### config.mk
export PLATFORM = sky130hd
export DESIGN_NAME = uart_rx_core
export DESIGN_NICKNAME = d
export VERILOG_FILES = /design/src/rtl/uart_rx_core.sv
export SDC_FILE = /design/constraint.sdc
export NUM_CORES = 1
export LEC_CHECK = 0
export ABC_AREA = 0
export BUFFER_PORTS_ARGS = -buffer_cell sky130_fd_sc_hd__buf_2
export CAP_MARGIN = 10
export CORE_ASPECT_RATIO = 0.75
export CORE_MARGIN = 2
export CORE_UTILIZATION = 43
export CTS_BUF_LIST = sky130_fd_sc_hd__clkbuf_16
export CTS_CLUSTER_SIZE = 30
export DETAILED_ROUTE_END_ITERATION = 10
export PLACE_DENSITY = 0.7
export SETUP_SLACK_MARGIN = 0.02
export SLEW_MARGIN = 15
export SYNTH_ARGS = -nofsm -noshare
export SYNTH_HDL_FRONTEND = slang
export SYNTH_SLANG_ARGS = --single-unit
### constraint.sdc
create_clock -name clk -period 1.71 [get_ports clk]
set_input_delay 0.0855 -clock clk [delete_from_list [all_inputs] [get_ports clk]]
set_output_delay 0.0855 -clock clk [all_outputs]
set_load 0.005 [all_outputs]
### src/rtl/uart_rx_core.sv
// rtl/uart_rx_core.sv - UART receive deframer with valid/ready holding register
module uart_rx_core #(
  parameter int CLK_DIV    = 16,
  parameter int DATA_BITS  = 8,
  parameter int PARITY_EN  = 0,
  parameter int PARITY_ODD = 0
) (
  input  logic                 clk,
  input  logic                 rstn,
  input  logic                 urxd,
  output logic [DATA_BITS-1:0] rx_data,
  output logic                 rx_valid,
  input  logic                 rx_ready,
  output logic                 frame_err,
  output logic                 parity_err,
  output logic                 overrun,
  output logic                 busy
);

  localparam int HALF = CLK_DIV / 2;
  localparam int CW   = $clog2(CLK_DIV);
  localparam int BW   = (DATA_BITS > 1) ? $clog2(DATA_BITS) : 1;

  typedef enum logic [2:0] {
    S_IDLE, S_START, S_DATA, S_PARITY, S_STOP, S_WAIT_HIGH
  } state_t;

  state_t               state_q, state_d;
  logic                 sync1_q, sync1_d;
  logic                 rxs_q, rxs_d;
  logic                 rxs_prev_q, rxs_prev_d;
  logic [CW-1:0]        cnt_q, cnt_d;
  logic [BW-1:0]        bit_idx_q, bit_idx_d;
  logic [DATA_BITS-1:0] shift_q, shift_d;
  logic                 par_ok_q, par_ok_d;
  logic [DATA_BITS-1:0] data_q, data_d;
  logic                 valid_q, valid_d;
  logic                 frame_err_q, frame_err_d;
  logic                 parity_err_q, parity_err_d;
  logic                 overrun_q, overrun_d;
  logic                 busy_q, busy_d;
  logic                 fall;
  logic                 bit_end;

  assign fall    = rxs_prev_q & ~rxs_q;
  assign bit_end = (cnt_q == CW'(CLK_DIV - 1));

  always_comb begin
    state_d      = state_q;
    sync1_d      = urxd;
    rxs_d        = sync1_q;
    rxs_prev_d   = rxs_q;
    cnt_d        = cnt_q + CW'(1);
    bit_idx_d    = bit_idx_q;
    shift_d      = shift_q;
    par_ok_d     = par_ok_q;
    data_d       = data_q;
    valid_d      = valid_q;
    frame_err_d  = 1'b0;
    parity_err_d = 1'b0;
    overrun_d    = 1'b0;

    if (valid_q && rx_ready) valid_d = 1'b0;

    case (state_q)
      S_IDLE: begin
        cnt_d = '0;
        if (fall) state_d = S_START;
      end
      S_START: begin
        // Mid-point re-check of the start bit rejects short glitches.
        if (cnt_q == CW'(HALF - 1)) begin
          cnt_d     = '0;
          bit_idx_d = '0;
          par_ok_d  = 1'b1;
          state_d   = rxs_q ? S_IDLE : S_DATA;
        end
      end
      S_DATA: begin
        if (bit_end) begin
          cnt_d   = '0;
          shift_d = {rxs_q, shift_q[DATA_BITS-1:1]};
          if (bit_idx_q == BW'(DATA_BITS - 1))
            state_d = (PARITY_EN != 0) ? S_PARITY : S_STOP;
          else
            bit_idx_d = bit_idx_q + BW'(1);
        end
      end
      S_PARITY: begin
        if (bit_end) begin
          cnt_d    = '0;
          par_ok_d = (rxs_q == ((^shift_q) ^ 1'(PARITY_ODD)));
          state_d  = S_STOP;
        end
      end
      S_STOP: begin
        if (bit_end) begin
          cnt_d = '0;
          if (!rxs_q) begin
            frame_err_d = 1'b1;
            state_d     = S_WAIT_HIGH;
          end else if (!par_ok_q) begin
            parity_err_d = 1'b1;
            state_d      = S_IDLE;
          end else begin
            state_d = S_IDLE;
            // A full register that is not draining this cycle keeps its byte.
            if (!valid_q || rx_ready) begin
              data_d  = shift_q;
              valid_d = 1'b1;
            end else begin
              overrun_d = 1'b1;
            end
          end
        end
      end
      S_WAIT_HIGH: begin
        cnt_d = '0;
        if (rxs_q) state_d = S_IDLE;
      end
      default: begin
        cnt_d   = '0;
        state_d = S_IDLE;
      end
    endcase

    busy_d = (state_d != S_IDLE);
  end

  always_ff @(posedge clk or negedge rstn) begin
    if (!rstn) begin
      state_q      <= S_IDLE;
      sync1_q      <= 1'b1;
      rxs_q        <= 1'b1;
      rxs_prev_q   <= 1'b1;
      cnt_q        <= '0;
      bit_idx_q    <= '0;
      shift_q      <= '0;
      par_ok_q     <= 1'b1;
      data_q       <= '0;
      valid_q      <= 1'b0;
      frame_err_q  <= 1'b0;
      parity_err_q <= 1'b0;
      overrun_q    <= 1'b0;
      busy_q       <= 1'b0;
    end else begin
      state_q      <= state_d;
      sync1_q      <= sync1_d;
      rxs_q        <= rxs_d;
      rxs_prev_q   <= rxs_prev_d;
      cnt_q        <= cnt_d;
      bit_idx_q    <= bit_idx_d;
      shift_q      <= shift_d;
      par_ok_q     <= par_ok_d;
      data_q       <= data_d;
      valid_q      <= valid_d;
      frame_err_q  <= frame_err_d;
      parity_err_q <= parity_err_d;
      overrun_q    <= overrun_d;
      busy_q       <= busy_d;
    end
  end

  assign rx_data    = data_q;
  assign rx_valid   = valid_q;
  assign frame_err  = frame_err_q;
  assign parity_err = parity_err_q;
  assign overrun    = overrun_q;
  assign busy       = busy_q;

endmodule

==> results.md <==
- Reg clk slew, reported paths: around 0.05 ns
- Yosys reg bits: 35
- Worst r2r src: cnt_q[0]
- Final hold vios: 0
- Share of layout cells above drive strength 1: 0.403
- Number of global-route vias before repair: 1048
- Cell leakage power: between 1 and 1.5 nW
- Sequential-to-total area share from yosys stat: 0.530
- Pre-Repair DR Iteration Count: 4
- I/O pin count: 17
- Full die area: around 4400 sq um
- Skew-Pair Late Insertion Delay: between 0.2 and 0.3 ns
- Area Overhead vs Synth: 23.0%
- Post-DP HPWL: 2020 microns
- GRT busiest layer: met1
- Yosys warnings: 0
- Status: complete, no violations
- Die Wd: 75.8 microns
- Die H: 57.9 microns
- Clock H-tree levels: 2
- Count of cell types in the netlist: 35
- Worst rel slew slack: 0.498
- Total of max-cap violations: 0
- Final setup TNS: 0 ns
- DRC violations left: 0
- Final net count: 165
- Initial Util: 0.451
- Core Area: 3680 sq um
- Crit path launch: cnt_q[0]
- Congestion Overflow GR: 0
- Required @ worst endpoint: 1.88 ns
- Pins Over Slew Limit: 0
- Clock sink count: 35
- Worst Max-Slew Pin Slew: 0.753 ns
- Largest net degree at the start of global routing: 36
- CTS max path bufs: 2
- Reg2Reg Depth: 6
- Via count: 1060
- Avg Vias per Cell: 5.02
- FF/Latch Area: 881 sq um
- Critical Path Sink: busy
- Met3 Use GR: 0.0452
- CTS tree: built
- Initial drt markers: 58
- Average routed wire per standard cell: 13.7 microns
- CP startpoint kind: flip-flop
- Mean post-synth cell area: around 13 sq um
- Critical Path End Type: flip-flop
- Final WL: 2880 microns
- Final min period: about 1.6 ns
- HP Class: in -> reg
- RSZ-0062 raised after global routing: false
- GR Util met1: 0.216
- Final setup vio count: 0
- Final Wtd Congestion: about 0.84
- GRT Total Usage: 0.153
- Post-Syn Nets: roughly 140
- # fillers: 300
- Crit Path Max Fanout: 5
- Synth Instances: about 130
- Setup Crit Path Kind: reg -> reg
- Initial antenna violation count: 0
- Critical Path AT: around 1.8 ns
- Post-Syn Area: 1660 sq um
- Area taken by multi-input logic gates: 736 sq um
- Row count: 19
- Reg2reg setup slack: 0.09 ns
- Critical R2R Capture: busy
- Final period util: 0.946
- Total inserted antenna cells: 0
- Total Power: approximately 0.0028 W
- Clock Root Buffer: clkbuf_16
- Power per Cell Area: between 1000 and 1500 nW/um^2
- GR Util met2: 0.209
- First-pass GRT wire length: 4870 microns
- CTS Buf Count: 5
- Port buffer count: 16
- Worst VDD drop: 0.604 mV
- Worst Skew: 0.00535 ns
- Final antenna-violating net count: 0
- Fmax: 0.618 GHz
-- registers in the layout (all words and copies together) (netlist names), 3 cells and up --
| register | flops |
|---|---|
| bit_idx_q | 3 |
| state_q | 3 |
| cnt_q | 4 |
| rx_data | 8 |
| shift_q | 8 |
-- cells in the mapped netlist --
cell type	n	area (sq um)
nand2_1	7	26.3
dfrtp_1	31	776
a41oi_1	1	8.76
a221o_1	1	10.0
mux2_2	8	90.1
nor2_1	13	48.8
o21ai_0	3	15.0
clkbuf_1	1	3.75
nor3b_1	2	15.0
nand4_4	1	21.3
xor2_1	3	26.3
nor3b_4	1	18.8
a21o_1	3	22.5
o32ai_2	1	16.3
buf_6	4	45.0
xnor3_1	1	22.5
xnor2_1	5	43.8
nand2_2	2	12.5
buf_2	2	10.0
o21ai_1	1	5.00
nand3_1	2	10.0
o31a_1	1	8.76
dfstp_2	4	105
nor2b_1	4	25.0
o21bai_1	1	7.51
a21oi_1	2	10.0
nand2b_1	3	18.8
mux2_4	9	135
o32ai_1	2	17.5
nor3_1	2	10.0
a22oi_1	1	7.51
nor2b_2	1	8.76
and3_1	1	6.26
and4_1	2	17.5
ha_1	3	37.5
-- stage by stage --
step / setup slack, ns / cell area, sq um / instances / utilization / hold WS, ns
final: 0.0928 / 2050 / 211 / 0.555 / 0.106
after global routing: 0.0103 / 2050 / 211 / 0.555 / 0.137
after CTS: 0.0275 / 2010 / 208 / 0.546 / 0.0978
after detailed placement: 0.0438 / 1820 / 198 / 0.494 / 0.192
after global placement: 0.0866 / 1820 / 198 / 0.494 / 0.191
after floorplan: 0.0932 / 1660 / 129 / - / -0.210
-- metal layers --
| metal | routed length [microns] | vias up | part of all wire |
|---|---|---|---|
| met5 | 0 | - | 0 |
| met4 | 78 | 0 | 0.027 |
| met3 | 114 | 9 | 0.040 |
| met2 | 1280 | 25 | 0.45 |
| met1 | 1410 | 517 | 0.49 |
| li1 | - | 509 | - |
-- layout make-up --
type	count	share of cell area
flip-flops and latches	35	0.431
multi-input cells	87	0.360
repair buffers	29	0.0954
clock buffers	5	0.0612
well taps	52	0.0318
clock inverters	3	0.0214
-- critical path, cell delays in order (launching register included) --
cell and delay (ns):
dfrtp_1 0.35, ha_1 0.19, and3_4 0.21, buf_4 0.14, o21ai_1 0.08, a221o_1 0.37, a21o_1 0.18
-- where the power goes --
part           internal [W]  switching [W]  leakage [nW]  total (W)
Clock              0.000686       0.000337        0.0838    0.00102
Sequential         0.000967       0.000109         0.454    0.00108
Combinational      0.000359       0.000351         0.472   0.000709
Total               0.00201       0.000797          1.01    0.00281
-- worst min path at each step --
stage,endpoint,cells after the start,start
global placement,bit_idx_q[1],1,rstn
global route,rx_valid,3,rx_ready
finish,overrun,3,rx_ready
floorplan,bit_idx_q[0],0,rstn
detailed placement,rxs_d,1,urxd
CTS,overrun,3,rx_ready
-- logic make-up (layout without fill, tap and decap cells) --
logic type               Yosys count  in the layout  synth area share
flip-flops                        35             35             0.530
AO/OA/AOI/OAI                     17             17            0.0775
adder cells (fa/ha/maj)            3              3            0.0226
XOR/XNOR                           9              9            0.0557
AND/OR/NAND/NOR                   41             41             0.144
buffers and inverters              7             37            0.0354
multiplexers                      17             17             0.135
-- layout by cell type, fill, tap and decap left out, types with 2 or more instances in the layout --
master,netlist,final
dfrtp_1,31,31
buf_2,2,16
nor2_1,13,13
buf_4,0,10
mux2_4,9,9
mux2_2,8,8
nand2_1,7,6
xnor2_1,5,5
clkbuf_16,0,5
nor2b_1,4,4
dfstp_2,4,4
nand2_2,2,3
nand2b_1,3,3
o21ai_0,3,3
xor2_1,3,3
a21o_1,3,3
ha_1,3,3
nor3b_1,2,2
nand3_1,2,2
o32ai_1,2,2
nor3_1,2,2
a21oi_1,2,2
and4_1,2,2
dlygate4sd3_1,0,2
-- timing repair --
item | in CTS | in global routing
buffers inserted | 0 | 3
hold buffers | 2 | 0
gates resized for setup | 0 | 3
hold endpoints to repair | 32 | 0
setup endpoints to repair | 0 | 12
Power figures use the tool's default switching activity.
